$ cat config.mk
export PLATFORM = sky130hd
export DESIGN_NAME = btb_update_ctrl
export DESIGN_NICKNAME = d
export VERILOG_FILES = /design/src/rtl/btb_update_ctrl_pkg.sv /design/src/rtl/btb_update_ctrl.sv
export SDC_FILE = /design/constraint.sdc
export NUM_CORES = 1
export LEC_CHECK = 0
export ABC_AREA = 1
export CORE_ASPECT_RATIO = 1.75
export CORE_MARGIN = 2
export CORE_UTILIZATION = 45
export CTS_CLUSTER_DIAMETER = 200
export CTS_CLUSTER_SIZE = 30
export DETAILED_ROUTE_END_ITERATION = 16
export HOLD_SLACK_MARGIN = 0.06
export PLACE_DENSITY = 0.76
export SKIP_LAST_GASP = 1
export SLEW_MARGIN = 20
export SYNTH_ARGS = -nofsm -noshare
export SYNTH_HDL_FRONTEND = slang
export SYNTH_SLANG_ARGS = --single-unit
$ cat constraint.sdc
create_clock -name clk -period 5.64 [get_ports clk]
set_input_delay 1.41 -clock clk [delete_from_list [all_inputs] [get_ports clk]]
set_output_delay 1.41 -clock clk [all_outputs]
set_load 0.05 [all_outputs]
$ cat src/rtl/btb_update_ctrl_pkg.sv
// -----------------------------------------------------------------------------
// btb_update_ctrl_pkg
//   Shared definitions for the branch-resolution / BTB update controller:
//   machine word size, the empty-entry target sentinel, the conditional branch
//   opcodes, the controller FSM state encodings and a helper that resolves the
//   architecturally correct next PC of a control-flow instruction.
// -----------------------------------------------------------------------------
package btb_update_ctrl_pkg;

  localparam int WORD_SIZE = 16;
  localparam int BTB_IDX_W = 8;
  localparam int BTB_TAG_W = WORD_SIZE - BTB_IDX_W;

  // Target value marking an empty BTB entry. It can never be stored as a
  // real target, because a lookup hit on it would read as "no entry".
  localparam logic [WORD_SIZE-1:0] DEF_INVALID_TGT = 16'hFFFF;

  // Conditional branch opcodes.
  localparam logic [3:0] OP_BNE = 4'h8;
  localparam logic [3:0] OP_BEQ = 4'h9;
  localparam logic [3:0] OP_BGZ = 4'hA;
  localparam logic [3:0] OP_BLZ = 4'hB;

  // Controller FSM state encodings.
  localparam logic [1:0] ST_INIT   = 2'd0;
  localparam logic [1:0] ST_RUN    = 2'd1;
  localparam logic [1:0] ST_SQUASH = 2'd2;

  // Outcome of a resolved control-flow instruction.
  typedef struct packed {
    logic                 taken;       // control actually leaves the fall-through path
    logic                 cond_branch; // direction counter must be trained
    logic [WORD_SIZE-1:0] correct_pc;  // architecturally correct next PC
  } resolve_t;

  function automatic logic is_cond_branch_op(input logic [3:0] op);
    return (op == OP_BNE) || (op == OP_BEQ) || (op == OP_BGZ) || (op == OP_BLZ);
  endfunction

  // A jump wins over a branch when both flags are set, so such an
  // instruction is always taken and never trains the direction counter.
  function automatic resolve_t resolve(
    input logic                 is_branch,
    input logic                 is_jump,
    input logic                 taken,
    input logic [WORD_SIZE-1:0] pc,
    input logic [WORD_SIZE-1:0] target
  );
    resolve_t r;
    r.taken       = is_jump || (is_branch && taken);
    r.cond_branch = is_branch && !is_jump;
    // Fall-through wraps naturally at the top of the address space.
    r.correct_pc  = r.taken ? target : (pc + 16'd1);
    return r;
  endfunction

  // Saturating increment for the mispredict statistics counter.
  function automatic logic [WORD_SIZE-1:0] sat_inc(input logic [WORD_SIZE-1:0] v);
    return (v == {WORD_SIZE{1'b1}}) ? v : (v + 16'd1);
  endfunction

endpackage

$ cat src/rtl/btb_update_ctrl.sv
// -----------------------------------------------------------------------------
// btb_update_ctrl
//   Resolves control-flow instructions at execute, detects mispredictions,
//   squashes the wrong-path slot, and generates BTB write / direction-counter
//   update strobes. After reset the BTB is swept clean (every entry gets tag 0
//   and the invalid-target sentinel) before normal operation begins.
//
// Ports
//   clk           in   rising-edge clock
//   reset         in   synchronous active-high reset
//   res_valid     in   resolved control-flow instruction present
//   res_is_branch in   conditional branch
//   res_is_jump   in   unconditional jump (wins over res_is_branch)
//   res_taken     in   branch direction
//   res_pc        in   PC of the resolved instruction
//   res_target    in   taken target
//   res_pred_pc   in   next PC the predictor supplied
//   busy          out  init sweep in progress
//   flush         out  one-cycle squash pulse on mispredict
//   redirect_pc   out  correct next PC, valid with flush
//   btb_we        out  BTB write strobe
//   btb_index     out  BTB write index (PC[7:0])
//   btb_tag       out  BTB write tag   (PC[15:8])
//   btb_target    out  BTB write target
//   upd_valid     out  direction counter update strobe
//   upd_taken     out  direction counter update direction
//   mispred_cnt   out  saturating mispredict count
//
// Every output is registered: a response appears one cycle after the
// res_valid sample.
// -----------------------------------------------------------------------------
module btb_update_ctrl
  import btb_update_ctrl_pkg::*;
#(
  parameter int                   BTB_DEPTH   = 256,
  parameter logic [WORD_SIZE-1:0] INVALID_TGT = DEF_INVALID_TGT
) (
  input  logic                 clk,
  input  logic                 reset,
  input  logic                 res_valid,
  input  logic                 res_is_branch,
  input  logic                 res_is_jump,
  input  logic                 res_taken,
  input  logic [WORD_SIZE-1:0] res_pc,
  input  logic [WORD_SIZE-1:0] res_target,
  input  logic [WORD_SIZE-1:0] res_pred_pc,
  output logic                 busy,
  output logic                 flush,
  output logic [WORD_SIZE-1:0] redirect_pc,
  output logic                 btb_we,
  output logic [BTB_IDX_W-1:0] btb_index,
  output logic [BTB_TAG_W-1:0] btb_tag,
  output logic [WORD_SIZE-1:0] btb_target,
  output logic                 upd_valid,
  output logic                 upd_taken,
  output logic [WORD_SIZE-1:0] mispred_cnt
);

  localparam logic [BTB_IDX_W-1:0] LAST_IDX = BTB_IDX_W'(BTB_DEPTH - 1);

  // ---------------------------------------------------------------------------
  // State
  // ---------------------------------------------------------------------------
  logic [1:0]           state_q,       state_d;
  logic [BTB_IDX_W-1:0] sweep_idx_q,   sweep_idx_d;
  logic                 busy_q,        busy_d;
  logic                 flush_q,       flush_d;
  logic [WORD_SIZE-1:0] redirect_q,    redirect_d;
  logic                 btb_we_q,      btb_we_d;
  logic [BTB_IDX_W-1:0] btb_index_q,   btb_index_d;
  logic [BTB_TAG_W-1:0] btb_tag_q,     btb_tag_d;
  logic [WORD_SIZE-1:0] btb_target_q,  btb_target_d;
  logic                 upd_valid_q,   upd_valid_d;
  logic                 upd_taken_q,   upd_taken_d;
  logic [WORD_SIZE-1:0] mispred_cnt_q, mispred_cnt_d;

  // ---------------------------------------------------------------------------
  // Resolution of the presented instruction
  // ---------------------------------------------------------------------------
  resolve_t res;
  logic     mispredict;
  logic     btb_write_ok;

  always_comb begin
    res          = resolve(res_is_branch, res_is_jump, res_taken, res_pc, res_target);
    mispredict   = res_valid && (res_pred_pc != res.correct_pc);
    // A taken target equal to the sentinel cannot be stored: the entry
    // would read back as empty.
    btb_write_ok = res_valid && res.taken && (res_target != INVALID_TGT);
  end

  // ---------------------------------------------------------------------------
  // Next-state logic
  // ---------------------------------------------------------------------------
  always_comb begin
    state_d       = state_q;
    sweep_idx_d   = sweep_idx_q;
    flush_d       = 1'b0;
    redirect_d    = redirect_q;
    btb_we_d      = 1'b0;
    btb_index_d   = btb_index_q;
    btb_tag_d     = btb_tag_q;
    btb_target_d  = btb_target_q;
    upd_valid_d   = 1'b0;
    upd_taken_d   = 1'b0;
    mispred_cnt_d = mispred_cnt_q;

    case (state_q)
      ST_INIT: begin
        // Clear one entry per cycle; res_valid is not looked at here.
        btb_we_d     = 1'b1;
        btb_index_d  = sweep_idx_q;
        btb_tag_d    = '0;
        btb_target_d = INVALID_TGT;
        if (sweep_idx_q == LAST_IDX) begin
          state_d     = ST_RUN;
          sweep_idx_d = '0;
        end else begin
          sweep_idx_d = sweep_idx_q + 1'b1;
        end
      end

      ST_RUN: begin
        if (res_valid) begin
          if (btb_write_ok) begin
            btb_we_d     = 1'b1;
            btb_index_d  = res_pc[BTB_IDX_W-1:0];
            btb_tag_d    = res_pc[WORD_SIZE-1:BTB_IDX_W];
            btb_target_d = res_target;
          end
          if (res.cond_branch) begin
            upd_valid_d = 1'b1;
            upd_taken_d = res_taken;
          end
          if (mispredict) begin
            flush_d       = 1'b1;
            redirect_d    = res.correct_pc;
            mispred_cnt_d = sat_inc(mispred_cnt_q);
            state_d       = ST_SQUASH;
          end
        end
      end

      ST_SQUASH: begin
        // The slot behind a mispredict is on the wrong path; drop it.
        state_d = ST_RUN;
      end

      default: begin
        state_d     = ST_INIT;
        sweep_idx_d = '0;
      end
    endcase

    // busy tracks the state the FSM is entering, so it drops together with
    // the first RUN cycle rather than one cycle later.
    busy_d = (state_d == ST_INIT);
  end

  // ---------------------------------------------------------------------------
  // Registers
  // ---------------------------------------------------------------------------
  always_ff @(posedge clk) begin
    if (reset) begin
      state_q       <= ST_INIT;
      sweep_idx_q   <= '0;
      busy_q        <= 1'b1;
      flush_q       <= 1'b0;
      redirect_q    <= '0;
      btb_we_q      <= 1'b0;
      btb_index_q   <= '0;
      btb_tag_q     <= '0;
      btb_target_q  <= '0;
      upd_valid_q   <= 1'b0;
      upd_taken_q   <= 1'b0;
      mispred_cnt_q <= '0;
    end else begin
      state_q       <= state_d;
      sweep_idx_q   <= sweep_idx_d;
      busy_q        <= busy_d;
      flush_q       <= flush_d;
      redirect_q    <= redirect_d;
      btb_we_q      <= btb_we_d;
      btb_index_q   <= btb_index_d;
      btb_tag_q     <= btb_tag_d;
      btb_target_q  <= btb_target_d;
      upd_valid_q   <= upd_valid_d;
      upd_taken_q   <= upd_taken_d;
      mispred_cnt_q <= mispred_cnt_d;
    end
  end

  // ---------------------------------------------------------------------------
  // Outputs
  // ---------------------------------------------------------------------------
  assign busy        = busy_q;
  assign flush       = flush_q;
  assign redirect_pc = redirect_q;
  assign btb_we      = btb_we_q;
  assign btb_index   = btb_index_q;
  assign btb_tag     = btb_tag_q;
  assign btb_target  = btb_target_q;
  assign upd_valid   = upd_valid_q;
  assign upd_taken   = upd_taken_q;
  assign mispred_cnt = mispred_cnt_q;

endmodule

* After elaboration in Yosys (flattened, before gate mapping) *
Index checks and enable logic that the tools add are counted.

storage, ports and cells
  output and inout port bits = 69
  memory bits (writable) = 0
  word-level logic and storage cells = 64
  latch bits = 0
  bits in registers = 79
  input port bits = 54
  ROM bits = 0
  memories kept = 0

operators by class
  multiply operators = 0
  divide/modulo/power cells = 0
  reduce and logical (&&, ||, !) cells = 16
  equality and inequality tests = 8
  bitwise logic cells = 4
  shifts and indexed selects = 0
  $lt $le $gt $ge = 0
  add/sub/neg operators = 3
  mux-type cells = 21

operators with widths
  cell                   number
  $mux 16                3
  $pmux 8 s2             3
  $mux 8                 5
  $add 16x1->16 const B  2
  $pmux 16 s2            1
  $eq 16x16->1 const B   1
  $ne 16x16->1           1
  $ne 16x16->1 const B   1
  $add 8x1->8 const B    1
  $eq 8x8->1 const B     1
  $mux 2                 3
  $pmux 2 s3             1
  $reduce_and 3->1       2
  $logic_and 1x1->1      5
  $logic_not 2->1        2
  $mux 1                 4
  $ne 2x2->1 const B     2
  $not 1->1              4
  $reduce_and 4->1       1
  $reduce_or 4->1        1
  $reduce_or 3->1        1
  $eq 2x1->1 const B     1
  $eq 2x2->1 const B     1
  $pmux 1 s2             1
  4 further kinds        4

* Depth between registers and ports, before layout *
Gate-level depths: netlist of the first run.

  word-level depth = 9
  depth in mapped cells = 19

* Worst setup path after synthesis of the first run *
Ideal clock, no wire load.

  path kind = in2reg
  from = input port res_pc[0]
  to = register busy_q (netlist: busy)
  path slack = 2.493 ns
  buffers on the path = 2
  stages = 15
  arrival time = 3.078 ns
  required time = 5.572 ns
  cells stage by stage = ha_1 -> nand3_1 -> nor2_2 -> or2_2 -> nand2_1 -> nand3_1 -> a21oi_1 -> nand2_1 -> nor2_2 -> nand2_4 -> nand2_4 -> buf_6 -> buf_6 -> nand2_2 -> o21bai_2

between the ends
  longest elaborated chain between the ends = 8

RTL lines
  item                    line                       RTL
  start: declaration      btb_update_ctrl.sv:44      input logic [WORD_SIZE-1:0] res_pc,
  $add 16x1->16           btb_update_ctrl_pkg.sv:53  r.correct_pc = r.taken ? target : (pc + 16'd1);
  $mux 16                 btb_update_ctrl_pkg.sv:53
  $ne 16x16->1            btb_update_ctrl.sv:86      mispredict = res_valid && (res_pred_pc != res.correct_pc);
  $logic_and 1x1->1       btb_update_ctrl.sv:86
  $mux 2                  btb_update_ctrl.sv:135     if (mispredict) begin
  $mux 2                  btb_update_ctrl.sv:124     if (res_valid) begin
  $pmux 2 s3              btb_update_ctrl.sv:108     case (state_q)
  $logic_not 2->1         btb_update_ctrl.sv:157     busy_d = (state_d == ST_INIT);
  end signal: assignment  btb_update_ctrl.sv:180     busy_q <= busy_d;
  end: declaration        btb_update_ctrl.sv:66      logic busy_q, busy_d;

No other way between the ends.
A chain may end at the register's enable or synchronous reset.

* Worst setup path after layout of the first run *
  from = input port res_is_branch
  to = register redirect_q[1] (netlist: redirect_pc[1])

between the ends
  longest elaborated chain between the ends = 6

RTL lines
  item                        line                       RTL
  start: declaration          btb_update_ctrl.sv:41      input logic res_is_branch,
  $logic_and 1x1->1 *         btb_update_ctrl_pkg.sv:50  r.taken = is_jump || (is_branch && taken);
  $logic_or 1x1->1 *          btb_update_ctrl_pkg.sv:50
  $mux 16 *                   btb_update_ctrl_pkg.sv:53
  $ne 16x16->1                btb_update_ctrl.sv:86
  $logic_and 1x1->1           btb_update_ctrl.sv:86
  $reduce_and 3->1 (no line)  --
  end signal: assignment      btb_update_ctrl.sv:182     redirect_q <= redirect_d;
  end: declaration            btb_update_ctrl.sv:68      logic [WORD_SIZE-1:0] redirect_q, redirect_d;

Mark *: on every way between the ends. The rest lies on a longest branch, timed or not.

==> flow_metrics.py, run 1 <==
metrics = {
    "timing": {
        "timing.max_slew.rel_slack_pct": 47.6,
        "rsz0062_at_grt": "no",
        "finalSetupViolations": 0,
        "tightestPinTransition_ns": 0.784,
        "setup_total_negative_slack_ns": 0,
        "slew_viol_final": 0,
        "fmax_mhz": 241,
        "hold_viol_final": 0,
        "period_needed_ns": 4.15,
        "post-route-period-util_pct": 73.5,
        "clock_skew_ns": 0.00703,
    },
    "critical_path": {
        "crit_path_end_kind": "flop",
        "path_max_fanout": 24,
        "crit_type": "input pin to flop",
        "cp_bufs_invs": 4,
        "arrival_ns": 4.38,
        "worstPathCellList": "clkdlybuf4s50_1 > a21oi_4 > inv_2 > nand2_1 > nand2_1 > nand2_1 > nand2_1 > inv_1 > nand3_1 > nor2_1 > nand2_1 > nor2_2 > nand2_4 > nand2_4 > inv_2 > o21ai_0 > nor2_1",
        "timing.critical_path.max_delay_family": "simple AND/OR/NAND/NOR gates",
        "max_stage_delay_ns": 0.54,
        "cpMaxStageDelayCell": "sky130_fd_sc_hd__a21oi_4",
        "timing.critical_path.mode_cell": "sky130_fd_sc_hd__nand2_1",
        "critPathLaunchType": "input pin",
        "timing.critical_path.required_ns": 5.88,
    },
    "cts": {
        "cts_htree_levels": 3,
        "clock_sink_count": 79,
        "cts_root_buf": "sky130_fd_sc_hd__clkbuf_16",
        "hold_buffers": 0,
        "cts.reportedPaths.clkPinSlew_ns": 0.06,
        "cts_post_setup_buffers_inserted": 0,
        "clock_tree.buffer_depth": 2,
        "post_cts_resize_count": 0,
        "clock_latency_on_the_worst_skew_pair_ns": 0.34,
        "cts_buffers": 9,
        "tritoncts": "built",
    },
    "detailed_routing": {
        "drt_pre_antenna_iters": 5,
        "avgViaCountPerCell": 5.43,
        "detail_route.iter0.violations": 297,
        "drt_drc_violations_left": 0,
        "ant_nets": 0,
        "num_vias": 4755,
        "routed_wl_microns": 14100,
        "wl_per_cell_microns": 16.2,
    },
    "place": {
        "gp_routability_congestion": 0.918,
        "place_hpwl_microns": 10900,
        "post_dp_cell_area_sq_um": 5670,
        "i_o_buffers": 122,
        "numPlacedInstances": 861,
    },
    "synth": {
        "syn_nets": 700,
        "synth-seq-cells": 79,
        "async_reset_ff_share_pct": 0,
        "synth_cell_type_count": 41,
        "synth-warning-count": 0,
        "ys.flop_type": "sky130_fd_sc_hd__dfxtp_1",
        "syn-instance-count": 639,
        "ys_seq_area_share_pct": 36.1,
        "syn_area_per_cell_sq_um": 6.86,
        "synthesis.area_sq_um": 4380,
        "synth-edff-count": 0,
    },
    "layout": {
        "flow.area_growth_from_synthesis_pct": 35.9,
        "drive_above_1_share_pct": 7.57,
        "fin_cells": 875,
        "finish.net_count": 811,
        "final_design_area_no_fill_sq_um": 5950,
        "n_fill_cell": 889,
        "antennaDiodeCount": 0,
    },
    "die": {
        "floorplan.die_area_sq_um": 10600,
        "floorplan.rows": 47,
        "core_region_area_sq_um": 9470,
        "initial_core_util_pct": 46.3,
        "top_level_ports": 123,
        "die_w_microns": 78.6,
        "dieHeight_microns": 135,
    },
    "global_routing": {
        "grt_pass1_wl_microns": 22600,
        "first_global_vias": 4625,
        "grt_start_max_net_pins": 27,
        "grtUsageTotal_pct": 27.4,
        "grt_antenna_before_repair": 0,
        "global_route.overflow_total": 0,
    },
    "outcome": {
        "status": "completed",
    },
    "power": {
        "max-vdd-ir-drop_uv": 168,
        "power.static_leakage_nw": 2.39,
        "pwr_dens_nw_per_um2": 226,
    },
    "hold_path": {
        "kind_of_path_behind_the_tightest_hold_check": "flop to flop",
    },
    "job": {
        "number_of_max_cap_violations": 0,
    },
}
==> synthesized netlist by cell type, types with 2 or more instances <==
master,count,share of area [%]
sky130_fd_sc_hd__buf_6,3,0.77
sky130_fd_sc_hd__nor3b_1,2,0.34
sky130_fd_sc_hd__xor2_1,10,2.0
sky130_fd_sc_hd__or2_2,3,0.43
sky130_fd_sc_hd__inv_2,2,0.17
sky130_fd_sc_hd__dfxtp_1,79,36
sky130_fd_sc_hd__nand2_1,153,13
sky130_fd_sc_hd__o21ai_1,7,0.80
sky130_fd_sc_hd__nor2_2,6,0.86
sky130_fd_sc_hd__clkbuf_1,16,1.4
sky130_fd_sc_hd__buf_1,3,0.26
sky130_fd_sc_hd__nand3b_1,8,1.4
sky130_fd_sc_hd__xnor2_1,5,1.0
sky130_fd_sc_hd__a31oi_1,14,2.0
sky130_fd_sc_hd__o21ai_0,30,3.4
sky130_fd_sc_hd__ha_1,7,2.0
sky130_fd_sc_hd__a21oi_1,30,3.4
sky130_fd_sc_hd__nand3_1,61,7.0
sky130_fd_sc_hd__buf_2,4,0.46
sky130_fd_sc_hd__nor2_1,62,5.3
sky130_fd_sc_hd__o221a_2,10,2.6
sky130_fd_sc_hd__nor2_4,4,1.0
sky130_fd_sc_hd__nand2_4,2,0.51
sky130_fd_sc_hd__inv_1,61,5.2
sky130_fd_sc_hd__nand2_2,6,0.86
sky130_fd_sc_hd__clkinv_1,2,0.17
sky130_fd_sc_hd__nor3_1,10,1.1
sky130_fd_sc_hd__nand4_1,26,3.7
==> flip-flops by register name (all words and copies together) (netlist names) <==
| name | count |
|---|---|
| upd_taken | 1 |
| upd_valid | 1 |
| mispred_cnt | 16 |
| btb_index | 8 |
| btb_we | 1 |
| flush | 1 |
| busy | 1 |
| btb_target | 16 |
| state_q | 2 |
| btb_tag | 8 |
| sweep_idx_q | 8 |
| redirect_pc | 16 |
==> kinds of logic after synthesis <==
kind of cell / share of synthesized area [%]
flops: 36.1
xor+xnor: 3.00
buf+inv: 8.60
fa+ha+maj: 2.00
simple gates: 36.4
compound gates: 13.9
==> placed cells by master, fill, tap and decap left out, types with 2 or more instances in the layout <==
| master | count |
|---|---|
| sky130_fd_sc_hd__a21oi_1 | 30 |
| sky130_fd_sc_hd__a31oi_1 | 14 |
| sky130_fd_sc_hd__buf_4 | 5 |
| sky130_fd_sc_hd__clkbuf_16 | 9 |
| sky130_fd_sc_hd__clkdlybuf4s50_1 | 122 |
| sky130_fd_sc_hd__clkinv_1 | 2 |
| sky130_fd_sc_hd__clkinv_2 | 2 |
| sky130_fd_sc_hd__dfxtp_1 | 79 |
| sky130_fd_sc_hd__ha_1 | 7 |
| sky130_fd_sc_hd__inv_1 | 61 |
| sky130_fd_sc_hd__inv_2 | 2 |
| sky130_fd_sc_hd__nand2_1 | 153 |
| sky130_fd_sc_hd__nand2_2 | 6 |
| sky130_fd_sc_hd__nand2_4 | 2 |
| sky130_fd_sc_hd__nand3_1 | 61 |
| sky130_fd_sc_hd__nand3b_1 | 8 |
| sky130_fd_sc_hd__nand4_1 | 26 |
| sky130_fd_sc_hd__nor2_1 | 62 |
| sky130_fd_sc_hd__nor2_2 | 6 |
| sky130_fd_sc_hd__nor2_4 | 4 |
| sky130_fd_sc_hd__nor3_1 | 10 |
| sky130_fd_sc_hd__nor3b_1 | 2 |
| sky130_fd_sc_hd__o21ai_0 | 30 |
| sky130_fd_sc_hd__o21ai_1 | 7 |
| sky130_fd_sc_hd__o221a_2 | 10 |
| sky130_fd_sc_hd__or2_2 | 3 |
| sky130_fd_sc_hd__xnor2_1 | 5 |
| sky130_fd_sc_hd__xor2_1 | 10 |
==> path summary, 6_finish.rpt <==
check / startpoint / to / slack [ns] / depth (start not counted)
min reg2reg: redirect_pc[12] / redirect_pc[12] / 0.48 / 2
max reg2reg: mispred_cnt[0] / mispred_cnt[0] / 2.84 / 10
min: redirect_pc[12] / redirect_pc[12] / 0.48 / 2
max: res_is_branch / redirect_pc[1] / 1.49 / 17
==> worst register-to-register path, stage by stage (launching register included) <==
cell and delay [ns]:
sky130_fd_sc_hd__dfxtp_1 0.40, sky130_fd_sc_hd__ha_1 0.24, sky130_fd_sc_hd__nand2_1 0.08, sky130_fd_sc_hd__nor3_2 0.33
sky130_fd_sc_hd__nand2_1 0.14, sky130_fd_sc_hd__nor3_1 0.23, sky130_fd_sc_hd__nand4_1 0.55, sky130_fd_sc_hd__nand3_2 0.51
sky130_fd_sc_hd__nand2_1 0.10, sky130_fd_sc_hd__nand2_1 0.08, sky130_fd_sc_hd__nor2_1 0.04
==> per-stage QoR <==
stage	utilization, %	setup WS, ns	power [mW]	hold WS [ns]
3_3_place_gp	59.9	1.26	0.781	0.462
3_5_place_dp	59.9	1.14	0.783	0.471
4_1_cts	62.9	1.49	1.36	0.483
2_1_floorplan	-	2.49	0.693	0.457
6_report	62.9	1.49	1.35	0.477
5_1_grt	62.9	1.08	1.40	0.509
==> final cells by class <==
class,instances,area [sq um],share of cell area (%)
Multi-Input combinational cell,468,2430,40.8
Sequential cell,79,1580,26.6
Timing Repair Buffer,127,1260,21.1
Inverter,65,244,4.10
Clock buffer,10,239,4.01
Tap cell,122,153,2.56
Clock inverter,4,47.5,0.798
==> power breakdown <==
part	leakage (nW)	switching [mW]	total (mW)	internal, mW
Combinational	1.60	0.117	0.197	0.0796
Sequential	0.644	0.00749	0.576	0.569
Clock	0.140	0.225	0.573	0.348
==> metal layers <==
metal  up-vias  wire length (microns)  GRT usage [%]
li1       2346                      -              -
met5         -                      0              0
met1      2211                   5210           29.0
met3        35                    678           5.01
met2       163                   7720           51.1
met4         0                    545           12.8
No activity file was read; power rests on OpenSTA's default activity.
==> run 2, diff against run 1 <==
==> constraint.sdc (replaced) <==
create_clock -name clk -period 3.95 [get_ports clk]
set_input_delay 0.9875 -clock clk [delete_from_list [all_inputs] [get_ports clk]]
set_output_delay 0.9875 -clock clk [all_outputs]
set_load 0.05 [all_outputs]
==> run 2 against run 1 <==
  * Clock-buffer cell count unchanged
  * Highest routed layer unchanged
  * Worst setup slack worse by 0.92 ns
  * Total power up 53%
  * Via count up 2.2%
  * Largest cell class unchanged
  * Clock power up 67%
  * Final cell count up 0.69%
  * Sequential power up 43%
==> flow_metrics.py, run 2 (synthesis gave the netlist of run 1 again) <==
metrics = {
    "cts": {
        "post_cts_resize_count": 0,
        "clock_sink_count": 79,
        "clock_tree.buffer_depth": 2,
        "clock_latency_on_the_worst_skew_pair_ns": 0.34,
        "cts_htree_levels": 3,
        "tritoncts": "built",
        "cts_root_buf": "sky130_fd_sc_hd__clkbuf_16",
        "cts_post_setup_buffers_inserted": 0,
        "cts_buffers": 9,
        "hold_buffers": 0,
        "cts.reportedPaths.clkPinSlew_ns": 0.06,
    },
    "layout": {
        "finish.net_count": 814,
        "final_design_area_no_fill_sq_um": 6030,
        "fin_util_pct": 63.7,
        "layout_commonest_cell": "sky130_fd_sc_hd__nand2_1",
        "layout_common_cells": "153 x sky130_fd_sc_hd__nand2_1, 122 x sky130_fd_sc_hd__clkdlybuf4s50_1, 79 x sky130_fd_sc_hd__dfxtp_1",
        "flow.area_growth_from_synthesis_pct": 37.6,
        "fin_cells": 881,
        "drive_above_1_share_pct": 8.05,
    },
    "die": {
        "die_w_microns": 78.6,
        "floorplan.die_area_sq_um": 10600,
        "floorplan.rows": 47,
        "core_region_area_sq_um": 9470,
        "top_level_ports": 123,
        "initial_core_util_pct": 46.3,
        "dieHeight_microns": 135,
    },
    "power": {
        "max-vdd-ir-drop_uv": 272,
        "pwr_dens_nw_per_um2": 342,
        "power.static_leakage_nw": 2.43,
        "totalPowerFinal_mw": 2.06,
    },
    "hold_path": {
        "hold_path_end": "btb_index[7]",
        "worst_hold_start": "sweep_idx_q[7]",
        "kind_of_path_behind_the_tightest_hold_check": "flop to flop",
        "whs_path_depth": 2,
    },
    "detailed_routing": {
        "drt_drc_violations_left": 0,
        "detail_route.iter0.violations": 254,
        "routed_wl_microns": 14600,
        "ant_nets": 0,
        "wl_per_cell_microns": 16.6,
        "drt_pre_antenna_iters": 7,
        "num_vias": 4861,
        "avgViaCountPerCell": 5.52,
    },
    "critical_path": {
        "timing.critical_path.mode_cell": "sky130_fd_sc_hd__nand2_1",
        "cp_bufs_invs": 2,
        "timing.critical_path.required_ns": 4.22,
        "critical_path.reg2reg.endpoint": "mispred_cnt[1]",
        "r2r_slack_ns": 1.09,
        "timing.critical_path.max_delay_family": "simple AND/OR/NAND/NOR gates",
        "launching_point_of_the_worst_reg2reg_path": "mispred_cnt[0]",
        "cpMaxStageDelayCell": "sky130_fd_sc_hd__clkdlybuf4s50_1",
        "arrival_ns": 3.65,
        "crit_type": "input pin to flop",
        "path_max_fanout": 17,
        "r2r.worst_path.cells": 10,
        "critPathLaunchType": "input pin",
        "worstPathCellList": "clkdlybuf4s50_1 > ha_1 > nand2_2 > nor2_4 > nand2_1 > nand2_1 > nand2_1 > nand2_1 > nand2_1 > nand2_1 > nand2_1 > nor2_1 > nand2_1 > nor2_2 > nand2_4 > nand2_4 > buf_4 > nand2_2 > o21bai_2",
        "max_stage_delay_ns": 0.62,
        "crit_path_end_kind": "flop",
    },
    "global_routing": {
        "grt_antenna_before_repair": 1,
        "grt_pass1_wl_microns": 23200,
        "first_global_vias": 4803,
        "grtUsageTotal_pct": 28.1,
        "global_route.overflow_total": 0,
        "grt_start_max_net_pins": 47,
    },
    "timing": {
        "slew_viol_final": 0,
        "timing.max_slew.rel_slack_pct": 52.3,
        "fmax_mhz": 296,
        "finalSetupViolations": 0,
        "period_needed_ns": 3.38,
        "tightestPinTransition_ns": 0.714,
        "post-route-period-util_pct": 85.5,
        "hold_viol_final": 0,
        "rsz0062_at_grt": "no",
        "clock_skew_ns": 0.00466,
        "setup_total_negative_slack_ns": 0,
    },
    "outcome": {
        "status": "completed",
    },
    "place": {
        "numPlacedInstances": 864,
        "post_dp_cell_area_sq_um": 5690,
        "gp_routability_congestion": 0.981,
        "place_hpwl_microns": 11100,
        "i_o_buffers": 122,
    },
    "job": {
        "number_of_max_cap_violations": 0,
    },
}
==> run 2: worst max path at each step <==
stage,startpoint,endpoint,slack (ns),depth (start not counted)
after global routing,res_pc[0],redirect_pc[1],0.24,19
after global placement,res_pc[0],redirect_pc[1],0.35,15
after CTS,res_pc[0],redirect_pc[1],0.61,19
after floorplan,res_pc[0],busy,1.23,15
final,res_pc[0],busy,0.57,19
after detailed placement,res_pc[0],redirect_pc[1],0.28,19
==> run 2: area by class of cell <==
cell class / instances / area [sq um]
clock buffers: 10 / 229
clock inverters: 6 / 109
fillers: 857 / 3440
multi-input cells: 468 / 2430
repair buffers: 130 / 1280
inverters: 65 / 244
flip-flops and latches: 79 / 1580
diodes: 1 / 2.50
well taps: 122 / 153
==> run 2: routing by layer <==
metal	vias up	wire, microns	global-route usage, %
met5	-	0	0
met4	0	558	13.8
met3	37	663	5.01
met2	175	8050	52.8
met1	2290	5370	29.2
li1	2359	-	-
==> run 2: stage by stage <==
stage | hold slack [ns] | worst slack [ns]
2_1_floorplan | 0.457 | 1.23
4_1_cts | 0.485 | 0.613
3_3_place_gp | 0.464 | 0.353
6_report | 0.482 | 0.571
3_5_place_dp | 0.473 | 0.281
5_1_grt | 0.503 | 0.239
==> run 2: worst register-to-register path, stage by stage (launching register included) <==
cell                      delay (ns)
sky130_fd_sc_hd__dfxtp_1        0.40
sky130_fd_sc_hd__ha_1           0.23
sky130_fd_sc_hd__nand2_1        0.08
sky130_fd_sc_hd__nor3_2         0.36
sky130_fd_sc_hd__nand2_1        0.15
sky130_fd_sc_hd__nor3_1         0.23
sky130_fd_sc_hd__nand4_1        0.56
sky130_fd_sc_hd__nand3_2        0.53
sky130_fd_sc_hd__nand2_1        0.10
sky130_fd_sc_hd__nand2_1        0.07
sky130_fd_sc_hd__nor2_1         0.05
==> run 2: where the power goes <==
| part | total (mW) | internal [mW] | switching, mW | leakage, nW |
|---|---|---|---|---|
| sequential | 0.823 | 0.812 | 0.0106 | 0.644 |
| combinational | 0.283 | 0.115 | 0.168 | 1.62 |
| clock | 0.956 | 0.617 | 0.340 | 0.166 |
| total | 2.06 | 1.54 | 0.519 | 2.43 |
